**config.mk**
```make
export PLATFORM = sky130hd
export DESIGN_NAME = instr_stream_packer
export DESIGN_NICKNAME = d
export VERILOG_FILES = /design/src/rtl/instr_stream_packer_pkg.sv /design/src/rtl/instr_stream_packer.sv
export SDC_FILE = /design/constraint.sdc
export NUM_CORES = 1
export LEC_CHECK = 0
export ABC_CLOCK_PERIOD_IN_PS = 6600
export CAP_MARGIN = 10
export CORE_MARGIN = 5
export CORE_UTILIZATION = 28
export CTS_CLUSTER_DIAMETER = 150
export DETAILED_ROUTE_END_ITERATION = 6
export PLACE_DENSITY = 0.54
export SYNTH_ARGS = -nofsm -noshare
export SYNTH_HDL_FRONTEND = slang
export SYNTH_SLANG_ARGS = --single-unit
```
**constraint.sdc**
```tcl
create_clock -name clk -period 6.6 [get_ports clk]
set_clock_uncertainty 0.2 [all_clocks]
set_input_delay 1.65 -clock clk [delete_from_list [all_inputs] [get_ports clk]]
set_output_delay 1.65 -clock clk [all_outputs]
set_load 0.03 [all_outputs]
```
**src/rtl/instr_stream_packer_pkg.sv**
```systemverilog
// Shared constants and state type for the instruction stream packer.
// Defaults mirror the wasm loader defines: 4-byte windows of 8-bit bytes.
package instr_stream_packer_pkg;

    localparam int DEF_WIN     = 4;
    localparam int DEF_LOG_WIN = 2;
    localparam int DEF_BYTE_W  = 8;
    localparam int DEF_CNT_W   = 10;

    typedef enum logic {
        FILL = 1'b0,
        HOLD = 1'b1
    } state_t;

endpackage

```
**src/rtl/instr_stream_packer.sv**
```systemverilog
// Packs a valid/ready byte stream into instruction memory write windows.
// One write per window; a closed window is held while the memory stalls.
module instr_stream_packer
    import instr_stream_packer_pkg::*;
#(
    parameter int WIN     = DEF_WIN,
    parameter int LOG_WIN = DEF_LOG_WIN,
    parameter int BYTE_W  = DEF_BYTE_W,
    parameter int CNT_W   = DEF_CNT_W
) (
    input  logic                  clk,
    input  logic                  rst,
    input  logic [BYTE_W-1:0]     s_data,
    input  logic                  s_valid,
    input  logic                  s_last,
    output logic                  s_ready,
    input  logic                  flush,
    input  logic                  wr_stall,
    output logic                  we,
    output logic [LOG_WIN-1:0]    write_pointer_shift_minusone,
    output logic [WIN*BYTE_W-1:0] wr_data,
    output logic                  load_done,
    output logic [CNT_W:0]        byte_count
);

    localparam int WW = WIN * BYTE_W;

    state_t             r_state;
    state_t             w_state_nx;
    logic [LOG_WIN-1:0] r_fill;
    logic [WW-1:0]      r_slots;
    logic [WW-1:0]      w_win;
    logic [LOG_WIN:0]   w_cnt;
    logic               w_acc;
    logic               w_full;
    logic               w_close;
    logic               w_release;
    logic               w_acc_last;

    logic               r_we;
    logic               r_ld;
    logic               r_hold_last;
    logic [LOG_WIN-1:0] r_shift;
    logic [WW-1:0]      r_data;
    logic [CNT_W:0]     r_bcnt;

    assign s_ready    = !rst && (r_state == FILL);
    assign w_acc      = s_valid && s_ready;
    assign w_acc_last = w_acc && s_last;
    assign w_cnt      = {1'b0, r_fill} + {{LOG_WIN{1'b0}}, w_acc};
    assign w_full     = (r_fill == LOG_WIN'(WIN - 1));

    // A flush that coincides with an accept still closes, byte included.
    assign w_close = (r_state == FILL)
                   && ((w_acc && (w_full || s_last))
                       || (flush && (w_cnt != '0)));

    // The held window goes out in the very cycle the stall drops.
    assign w_release = (r_state == HOLD) && !wr_stall;

    always_comb begin
        w_win = r_slots;
        if (w_acc)
            w_win[r_fill*BYTE_W +: BYTE_W] = s_data;
    end

    always_comb begin
        w_state_nx = r_state;
        unique case (r_state)
            FILL: if (w_close && wr_stall) w_state_nx = HOLD;
            HOLD: if (!wr_stall)           w_state_nx = FILL;
        endcase
    end

    always_ff @(posedge clk) begin
        if (rst) begin
            r_state <= FILL;
            r_fill  <= '0;
            r_slots <= '0;
        end else begin
            r_state <= w_state_nx;
            if (w_close) begin
                r_fill  <= '0;
                r_slots <= '0;
            end else if (w_acc) begin
                r_fill  <= r_fill + 1'b1;
                r_slots <= w_win;
            end
        end
    end

    always_ff @(posedge clk) begin
        if (rst) begin
            r_we        <= 1'b0;
            r_ld        <= 1'b0;
            r_hold_last <= 1'b0;
            r_shift     <= '0;
            r_data      <= '0;
            r_bcnt      <= '0;
        end else begin
            r_we <= w_close && !wr_stall;
            r_ld <= w_close && !wr_stall && w_acc_last;
            if (w_close) begin
                r_data      <= w_win;
                r_shift     <= LOG_WIN'(w_cnt - 1'b1);
                r_hold_last <= w_acc_last;
            end
            if (w_close && !wr_stall)
                r_bcnt <= r_bcnt + (CNT_W+1)'(w_cnt);
            else if (w_release)
                r_bcnt <= r_bcnt + (CNT_W+1)'(r_shift) + 1'b1;
        end
    end

    assign we                           = r_we || w_release;
    assign load_done                    = r_ld || (w_release && r_hold_last);
    assign write_pointer_shift_minusone = r_shift;
    assign wr_data                      = r_data;
    assign byte_count                   = r_bcnt;

endmodule

```
==> reports/summary.log, run 1 <==
qor: global_route.antenna_found_initial 0
qor: floorplanning.fp.dieArea 14,880 um^2
qor: global_route.grt_util_all_layers 12.37%
qor: floorplanning.io_pins 62
qor: synthesis.synth_area_leaders sky130_fd_sc_hd__dfxtp_1, sky130_fd_sc_hd__nor2_1, sky130_fd_sc_hd__a211oi_1
qor: global_route.grt_most_used_layer met2
qor: drt.detail_route.wirelength 8842 um
qor: timing.min_period_over_period 80.05%
qor: synthesis.synth.lib_cells_used.distinct 42
qor: worst_setup_path.crit_required 4.75 ns
qor: placement.place_ws 1.305 ns
qor: floorplanning.initial_util 28.16%
qor: global_route.grt_start_max_net_pins 68
qor: clocking.tritoncts done
qor: synthesis.yosys_most_used_dff sky130_fd_sc_hd__dfxtp_1
qor: floorplanning.horiz_die_dim 122.0 um
qor: global_route.use_met1 15.88%
qor: power_and_ir_drop.power_per_cell_area 282.1 nW/um^2
qor: power_and_ir_drop.total_leakage_power 1.743 nW
qor: worst_setup_path.critPathMaxStageDelay 0.63 ns
qor: drt.antenna_violating_nets_post_route 0
qor: timing.maxSlewViolCount 0
qor: clocking.post_cts.resized_instances 0
qor: synthesis.synth_edf_count 0
qor: final_layout.mostFrequentLayoutCell sky130_fd_sc_hd__nor2_1
qor: synthesis.post_synth_inst_count 398
qor: final_layout.postLayoutCoreUtil 36.53%
qor: drt.drc 0
qor: global_route.global_route_wire_length_before_repair 14,490 um
qor: final_layout.nets 480
qor: synthesis.synth_area 3511 um^2
qor: synthesis.synthArstFlopShare 0%
qor: worst_setup_path.arrival 3.43 ns
qor: drt.route.detailed.wl_per_inst 14.06 um
qor: synthesis.synthesis.yosys.warnings 0
qor: drt.drt_pre_antenna_iters 4
qor: worst_setup_path.timing.critical_path.max_delay_family buffers and inverters
qor: placement.globalplace.congestion 0.8287
qor: worst_setup_path.path_class primary input to output pin
qor: synthesis.ys_seq_elements 83
qor: synthesis.synth_nets 426
qor: clocking.cts_sinks 83
qor: synthesis.synth_seq_area_share 47.33%
qor: clocking.clk_latency 0.34 ns
qor: timing.max_slew_margin 21.63%
qor: worst_setup_path.critPathMostFrequentCell sky130_fd_sc_hd__clkdlybuf4s50_1
qor: global_route.globalRouteMet3Util 3.714%
qor: clocking.cts_hold_buf 0
qor: job.max_capacitance_violation_count 0
qor: min_path.min-delay-path-class register to register
qor: placement.placed_cells_incl_taps 613
qor: timing.tightest_slew 1.173 ns
qor: drt.viasPerCell 4.730
qor: clocking.clock_tree.htree_level_count 3
qor: clocking.cts_buffers 9
qor: floorplanning.die_y 122.0 um
qor: worst_setup_path.worst_setup_path_end_kind output pin
qor: timing.timing.final.hold_violations 0
qor: synthesis.post-synth-top-area-cell sky130_fd_sc_hd__dfxtp_1
qor: worst_setup_path.critical_path.n_buffers_inverters 3
qor: floorplanning.core_rows 41
qor: clocking.cts_setup_buffers 0
qor: timing.fmax 189.3 MHz
qor: run_status.run_status finished clean
qor: timing.setup_total_negative_slack 0 ns
qor: placement.placement.io_buffers 61
qor: worst_setup_path.slowest_stage sky130_fd_sc_hd__clkdlybuf4s50_1
qor: timing.setup_ws 1.317 ns
qor: clocking.clkSlewWorstSetupHoldPaths 0.06 ns
qor: final_layout.final_cell_count_no_fill 629
qor: global_route.globalRouteOverflowTotal 0
qor: timing.finalSetupViolations 0
qor: synthesis.netlist.area_leader.share 47.33%
qor: global_route.first_global_vias 2,879
qor: worst_setup_path.worstPathCellList clkdlybuf4s50_1, inv_1, a31o_2, clkdlybuf4s50_1
qor: synthesis.post_synth.cell_area_avg 8.821 um^2
qor: floorplanning.core-area 12,470 um^2
qor: final_layout.synth_to_final_area_change 29.69%
qor: timing.unrepaired_setup_endpoints_after_global_routing false
qor: clocking.cts_root_buffer sky130_fd_sc_hd__clkbuf_16
qor: worst_setup_path.cp_max_fo 11
qor: power_and_ir_drop.peakVddDrop 0.1472 mV
qor: clocking.cts.path.max_buffers 2
qor: timing.timing.final.crit_period 5.284 ns
qor: worst_setup_path.critPathLaunchType primary input
qor: final_layout.drive_gt1_share 7.002%
qor: final_layout.layout.cells.most_common_list sky130_fd_sc_hd__nor2_1, sky130_fd_sc_hd__dfxtp_1, sky130_fd_sc_hd__clkdlybuf4s50_1
qor: drt.initialDrtViolationCount 112
qor: global_route.met2_usage 19.82%
qor: final_layout.antenna_diode_count 0
qor: drt.dr_total_vias 2,975
qor: placement.dp_hpwl 6228 um
==> path summary, 6_finish.rpt <==
kind	start	to	slack [ns]	cells past startpoint
worst max-delay path	wr_stall	load_done	1.32	4
worst min-delay path	r_hold_last$_SDFFE_PP0P_	r_hold_last$_SDFFE_PP0P_	0.26	2
worst max register to register	r_state$_SDFF_PP0_	r_slots[25]$_SDFFE_PP0P_	2.79	9
worst min register to register	r_hold_last$_SDFFE_PP0P_	r_hold_last$_SDFFE_PP0P_	0.26	2
==> sequential cells by signal, summed over array words and instances, names as in the netlist <==
register                      flops
r_ld                              1
r_hold_last                       1
r_fill                            2
wr_data                          32
write_pointer_shift_minusone      2
byte_count                       11
r_we                              1
r_state                           1
r_slots                          32
==> cell families after synthesis <==
kind of cell,count (synthesis),synth area share (%)
AND/OR/NAND/NOR,162,22.02
adder cells (fa/ha/maj),14,5.417
XOR/XNOR,2,0.4990
flip-flops,83,47.33
multiplexers,7,2.209
buffers and inverters,36,4.134
AO/OA/AOI/OAI,94,18.39
==> final cells by class <==
cell class / instances / area, um^2
inverters: 15 / 56.30
repair buffers: 64 / 628.1
clock inverters: 4 / 51.30
flip-flops and latches: 83 / 1662
well taps: 172 / 215.2
fillers: 1313 / 7913
multi-input cells: 279 / 1704
clock buffers: 12 / 236.5
==> layer usage <==
layer | vias to the layer above | routed length (um)
met5 | - | 0
met4 | 0 | 137
met3 | 11 | 448
met2 | 59 | 4101
met1 | 1405 | 4155
li1 | 1500 | -
==> synthesized netlist by cell type, drive strengths merged, types with 2 or more instances <==
master	instances
a221oi	2
a211oi	33
a22oi	2
a21oi	41
nor2b	8
dfxtp	83
fa	2
mux2	6
nor3	4
o21ai	4
and2	4
nor4	5
a31o	2
nand2	15
ha	12
clkbuf	15
nor2	84
nand3	3
inv	15
and3	32
buf	6
nor3b	4
==> power breakdown <==
group	total, mW	internal [mW]	switching [mW]
registers	0.552	0.531	0.0206
clock network	0.490	0.293	0.197
logic	0.243	0.0933	0.150
total	1.28	0.918	0.367
==> worst register-to-register path: cells and delay by family (launching register included) <==
family / cells / cell delay [ns]
AO/OA/AOI/OAI: 1 / 0.35
buffers and inverters: 1 / 0.12
adder cells (fa/ha/maj): 2 / 0.44
AND/OR/NAND/NOR: 5 / 1.81
flip-flops: 1 / 0.80
==> through the flow <==
step / instance area (um^2) / hold WS (ns) / power (mW)
finish: 4553 / 0.2607 / 1.285
global route: 4553 / 0.3029 / 1.344
CTS: 4553 / 0.2624 / 1.303
detailed placement: 4265 / 0.2542 / 0.8083
global placement: 4265 / 0.2513 / 0.8035
floorplan: 3511 / 0.2367 / 0.7161
Note: power is estimated with default switching activity, not from simulation.
==> run 2, diff against run 1 <==
--- a/config.mk
+++ b/config.mk
@@ -5,13 +5,13 @@
 export SDC_FILE = /design/constraint.sdc
 export NUM_CORES = 1
 export LEC_CHECK = 0
-export ABC_CLOCK_PERIOD_IN_PS = 6600
+export ABC_CLOCK_PERIOD_IN_PS = 4700
 export CAP_MARGIN = 10
 export CORE_MARGIN = 5
 export CORE_UTILIZATION = 28
 export CTS_CLUSTER_DIAMETER = 150
 export DETAILED_ROUTE_END_ITERATION = 6
-export PLACE_DENSITY = 0.54
+export PLACE_DENSITY = 0.56
 export SYNTH_ARGS = -nofsm -noshare
 export SYNTH_HDL_FRONTEND = slang
 export SYNTH_SLANG_ARGS = --single-unit
==> constraint.sdc (replaced) <==
create_clock -name clk -period 4.7 [get_ports clk]
set_clock_uncertainty 0.2 [all_clocks]
set_input_delay 1.175 -clock clk [delete_from_list [all_inputs] [get_ports clk]]
set_output_delay 1.175 -clock clk [all_outputs]
set_load 0.03 [all_outputs]
==> reports/summary.log, run 2 (same netlist as run 1, synthesis figures left out) <==
qor: run_status.run_status finished clean
qor: global_route.antenna_found_initial 0
qor: clocking.cts_sinks 83
qor: clocking.cts.path.max_buffers 2
qor: timing.finalSetupViolations 0
qor: global_route.grt_util_all_layers 12.47%
qor: worst_setup_path.r2r_setup_slack 1.19 ns
qor: worst_setup_path.crit_required 3.32 ns
qor: power_and_ir_drop.total_leakage_power 1.760 nW
qor: placement.placement.io_buffers 61
qor: placement.dp_hpwl 6485 um
qor: floorplanning.fp.dieArea 14,880 um^2
qor: job.max_capacitance_violation_count 0
qor: timing.setup_total_negative_slack 0 ns
qor: clocking.cts_buffers 9
qor: timing.worst_hold_slack 0.2720 ns
qor: clocking.clkSlewWorstSetupHoldPaths 0.06 ns
qor: final_layout.n_fill_cell 1,267
qor: drt.detail_route.wirelength 9058 um
qor: clocking.cts_root_buffer sky130_fd_sc_hd__clkbuf_16
qor: worst_setup_path.path_class primary input to output pin
qor: final_layout.layout.cells.most_common_list sky130_fd_sc_hd__nor2_1, sky130_fd_sc_hd__dfxtp_1, sky130_fd_sc_hd__clkdlybuf4s50_1
qor: global_route.globalRouteOverflowTotal 0
qor: final_layout.synth_to_final_area_change 29.94%
qor: drt.drc 0
qor: global_route.global_route_wire_length_before_repair 14,750 um
qor: worst_setup_path.arrival 2.80 ns
qor: clocking.cts_hold_buf 0
qor: clocking.clock_tree.htree_level_count 3
qor: global_route.globalRouteMet3Util 4.410%
qor: clocking.tritoncts done
qor: worst_setup_path.timing.critical_path.from wr_stall
qor: worst_setup_path.critPathLaunchType primary input
qor: drt.antenna_violating_nets_post_route 0
qor: power_and_ir_drop.power_per_cell_area 386.5 nW/um^2
qor: floorplanning.core-area 12,470 um^2
qor: final_layout.nets 484
qor: timing.max_slew_margin 49.86%
qor: global_route.use_met1 16.19%
qor: timing.timing.final.crit_period 4.177 ns
qor: global_route.met2_usage 19.82%
qor: drt.drt_pre_antenna_iters 4
qor: global_route.grt_most_used_layer met2
qor: drt.dr_total_vias 2,960
qor: timing.tightest_slew 0.7510 ns
qor: floorplanning.horiz_die_dim 122.0 um
qor: final_layout.drive_gt1_share 8.261%
qor: timing.timing.final.hold_violations 0
qor: floorplanning.die_y 122.0 um
qor: final_layout.mostFrequentLayoutCell sky130_fd_sc_hd__nor2_1
qor: floorplanning.io_pins 62
qor: clocking.post_cts.resized_instances 0
qor: floorplanning.core_rows 41
qor: min_path.min-delay-path-class register to register
qor: drt.route.detailed.wl_per_inst 14.33 um
qor: drt.viasPerCell 4.684
qor: clocking.clk_latency 0.33 ns
qor: timing.min_period_over_period 88.87%
qor: global_route.grt_start_max_net_pins 68
qor: timing.unrepaired_setup_endpoints_after_global_routing false
qor: drt.initialDrtViolationCount 193
qor: power_and_ir_drop.peakVddDrop 0.2614 mV
qor: worst_setup_path.cp_max_fo 8
qor: floorplanning.initial_util 28.16%
qor: placement.globalplace.congestion 0.8930
qor: final_layout.antenna_diode_count 0
qor: global_route.first_global_vias 2,917
qor: timing.fmax 239.4 MHz
qor: worst_setup_path.critical_path.reg2reg.startpoint r_state$_SDFF_PP0_
qor: clocking.cts_setup_buffers 0
qor: min_path.hp-start r_hold_last$_SDFFE_PP0P_
qor: worst_setup_path.worst_setup_path_end_kind output pin
qor: timing.maxSlewViolCount 0
-- run 2: final timing paths --
kind | to | cells after the start
setup / recovery | load_done | 4
hold / removal | r_hold_last$_SDFFE_PP0P_ | 2
setup reg to reg | wr_data[9]$_SDFFE_PP0P_ | 10
hold reg to reg | r_hold_last$_SDFFE_PP0P_ | 2
-- run 2: routing by layer --
| metal | up-vias | wire length [um] | share of wire (%) |
|---|---|---|---|
| li1 | 1509 | - | - |
| met1 | 1375 | 4258 | 47 |
| met2 | 62 | 4127 | 46 |
| met3 | 14 | 533 | 5.9 |
| met4 | 0 | 138 | 1.5 |
| met5 | - | 0 | 0 |
-- run 2: layout make-up --
cell class,instances,area [um^2],share of cell area [%]
sequential,83,1662,36.42
clock inverter,6,41.29,0.9051
clock buffer,9,225.2,4.937
multi-input combinational,279,1704,37.36
tap,172,215.2,4.717
timing repair buffer,68,658.1,14.43
inverter,15,56.30,1.234
-- run 2: per-stage QoR --
stage               setup WS [ns]  instance area (um^2)  total power [mW]  utilization, %  cells
CTS                        0.5148                  4562             1.789           36.60    632
floorplan                  0.8943                  3511             1.006               -    398
global placement           0.2920                  4295             1.137           34.46    617
detailed placement         0.2368                  4295             1.142           34.46    617
global route               0.3545                  4562             1.845           36.60    632
finish                     0.5230                  4562             1.763           36.60    632
-- run 2: power breakdown --
part	total, mW	switching [mW]	leakage [nW]	internal, mW
clock	0.640	0.284	0.136	0.356
sequential	0.775	0.0299	0.675	0.746
combinational	0.348	0.212	0.949	0.135
total	1.76	0.526	1.76	1.24
-- run 2: critical path, cell delays in order --
cell,delay [ns]
sky130_fd_sc_hd__clkdlybuf4s50_1,0.65
sky130_fd_sc_hd__inv_1,0.12
sky130_fd_sc_hd__a31o_2,0.26
sky130_fd_sc_hd__clkdlybuf4s50_1,0.59
==> run 3, diff against run 2 <==
--- a/config.mk
+++ b/config.mk
@@ -5,7 +5,7 @@
 export SDC_FILE = /design/constraint.sdc
 export NUM_CORES = 1
 export LEC_CHECK = 0
-export ABC_CLOCK_PERIOD_IN_PS = 4700
+export ABC_CLOCK_PERIOD_IN_PS = 3600
 export CAP_MARGIN = 10
 export CORE_MARGIN = 5
 export CORE_UTILIZATION = 28
@@ -15,3 +15,4 @@
 export SYNTH_ARGS = -nofsm -noshare
 export SYNTH_HDL_FRONTEND = slang
 export SYNTH_SLANG_ARGS = --single-unit
+export TNS_END_PERCENT = 50
==> constraint.sdc (replaced) <==
create_clock -name clk -period 3.6 [get_ports clk]
set_clock_uncertainty 0.2 [all_clocks]
set_input_delay 0.9 -clock clk [delete_from_list [all_inputs] [get_ports clk]]
set_output_delay 0.9 -clock clk [all_outputs]
set_load 0.03 [all_outputs]
==> reports/summary.log, run 3 (same netlist as run 1, synthesis figures left out) <==
qor: clocking.clkSlewWorstSetupHoldPaths 0.06 ns
qor: drt.viasPerCell 4.723
qor: job.max_capacitance_violation_count 0
qor: final_layout.drive_gt1_share 13.29%
qor: final_layout.antenna_diode_count 0
qor: global_route.grt_start_max_net_pins 56
qor: power_and_ir_drop.seq_power_share 42.8%
qor: clocking.cts.path.max_buffers 2
qor: timing.setup_total_negative_slack 0 ns
qor: final_layout.synth_to_final_area_change 35.85%
qor: clocking.clk_latency 0.33 ns
qor: placement.globalplace.congestion 0.8517
qor: final_layout.final_cell_count_no_fill 646
qor: floorplanning.die_y 122.0 um
qor: final_layout.layout.cells.most_common_list sky130_fd_sc_hd__nor2_1, sky130_fd_sc_hd__dfxtp_1, sky130_fd_sc_hd__clkdlybuf4s50_1
qor: timing.maxSlewViolCount 0
qor: final_layout.sequential_cell_area 1662 um^2
qor: clocking.tritoncts done
qor: worst_setup_path.critPathLaunchType primary input
qor: power_and_ir_drop.peakVddDrop 0.3083 mV
qor: placement.placement.io_buffers 61
qor: final_layout.finalInstanceArea 4770 um^2
qor: worst_setup_path.cp_max_fo 2
qor: timing.worst_hold_slack 0.2577 ns
qor: timing.unrepaired_setup_endpoints_after_global_routing false
qor: floorplanning.core-area 12,470 um^2
qor: placement.placed_cells_incl_taps 629
qor: power_and_ir_drop.p_sw_share 29.40%
qor: final_layout.postLayoutCoreUtil 38.26%
qor: placement.dp_hpwl 6650 um
qor: timing.min_period_over_period 93.63%
qor: drt.detail_route.wirelength 9395 um
qor: worst_setup_path.arrival 2.27 ns
qor: timing.timing.final.hold_violations 0
qor: final_layout.n_fill_cell 1,288
qor: drt.drc 0
qor: min_path.min-delay-path-class register to register
qor: floorplanning.fp.dieArea 14,880 um^2
qor: global_route.globalRouteOverflowTotal 0
qor: drt.drt_pre_antenna_iters 4
qor: worst_setup_path.crit_required 2.50 ns
qor: timing.max_slew_margin 52.16%
qor: clocking.cts_root_buffer sky130_fd_sc_hd__clkbuf_16
qor: placement.placed_area 4395 um^2
qor: global_route.global_route_wire_length_before_repair 15,220 um
qor: power_and_ir_drop.fraction_of_power_consumed_by_combinational_cells 21.1%
qor: final_layout.multiInputGateArea 1773 um^2
qor: drt.initialDrtViolationCount 197
qor: worst_setup_path.r2r_setup_slack 0.69 ns
qor: power_and_ir_drop.internal_power 1.665 mW
qor: power_and_ir_drop.finalPower 2.359 mW
qor: global_route.antenna_found_initial 0
qor: floorplanning.horiz_die_dim 122.0 um
qor: timing.setup_ws 0.2295 ns
qor: power_and_ir_drop.power_frac_clock 36.2%
qor: worst_setup_path.worst_setup_path_end_kind output pin
qor: timing.timing.final.crit_period 3.371 ns
qor: floorplanning.core_rows 41
qor: global_route.grt_util_all_layers 12.98%
qor: drt.antenna_violating_nets_post_route 0
qor: power_and_ir_drop.power_per_cell_area 494.5 nW/um^2
qor: global_route.first_global_vias 3,028
qor: worst_setup_path.path_class primary input to output pin
qor: drt.dr_total_vias 3,051
qor: power_and_ir_drop.power.switching 0.6934 mW
qor: clocking.cts_sinks 83
qor: drt.route.detailed.wl_per_inst 14.54 um
qor: floorplanning.io_pins 62
qor: timing.finalSetupViolations 0
qor: timing.tightest_slew 0.7160 ns
qor: clocking.cts_buffers 9
qor: clocking.cts_hold_buf 0
qor: floorplanning.initial_util 28.16%
qor: clocking.clock_tree.htree_level_count 3
qor: power_and_ir_drop.total_leakage_power 1.857 nW
qor: placement.place_ws -0.4959 ns
qor: final_layout.nets 497
qor: timing.fmax 296.7 MHz
qor: run_status.run_status finished clean
run 3: timing repair:
item | 4_1_cts | 5_1_grt
hold endpoints to repair | 0 | 0
buffers inserted | 0 | 1
pin swaps | 0 | 4
resized for setup | 2 | 14
setup endpoints to repair | 7 | 35
run 3: cell type report:
type,count,area share (%)
multi-input cells,279,37.17
repair buffers,81,16.45
well taps,172,4.512
flip-flops and latches,83,34.84
inverters,15,1.180
clock buffers,11,5.089
clock inverters,5,0.7608
run 3: critical path, stage by stage:
cell and delay [ns]:
sky130_fd_sc_hd__clkdlybuf4s50_1 0.49, sky130_fd_sc_hd__inv_1 0.06, sky130_fd_sc_hd__a31o_2 0.24, sky130_fd_sc_hd__clkdlybuf4s50_1 0.59
run 3: power groups by stage:
stage               Combinational, mW  Sequential (mW)  Clock [mW]
finish                          0.497             1.01       0.853
global route                    0.537             1.02       0.924
CTS                             0.486             1.01       0.881
detailed placement              0.482             1.03           0
global placement                0.476             1.03           0
floorplan                       0.198             1.12           0
run 3: layer usage:
metal / track usage [%] / vias up / routed length [um]
met5: 0 / - / 0
met4: 3.711 / 0 / 167
met3: 5.014 / 15 / 540
met2: 20.68 / 74 / 4309
met1: 16.36 / 1419 / 4378
li1: - / 1543 / -
run 3: final timing paths:
path                            start                          to  cells after the start
min          r_hold_last$_SDFFE_PP0P_    r_hold_last$_SDFFE_PP0P_                      2
min reg2reg  r_hold_last$_SDFFE_PP0P_    r_hold_last$_SDFFE_PP0P_                      2
max reg2reg        r_state$_SDFF_PP0_  byte_count[9]$_SDFFE_PP0P_                     11
max                          wr_stall                   load_done                      4
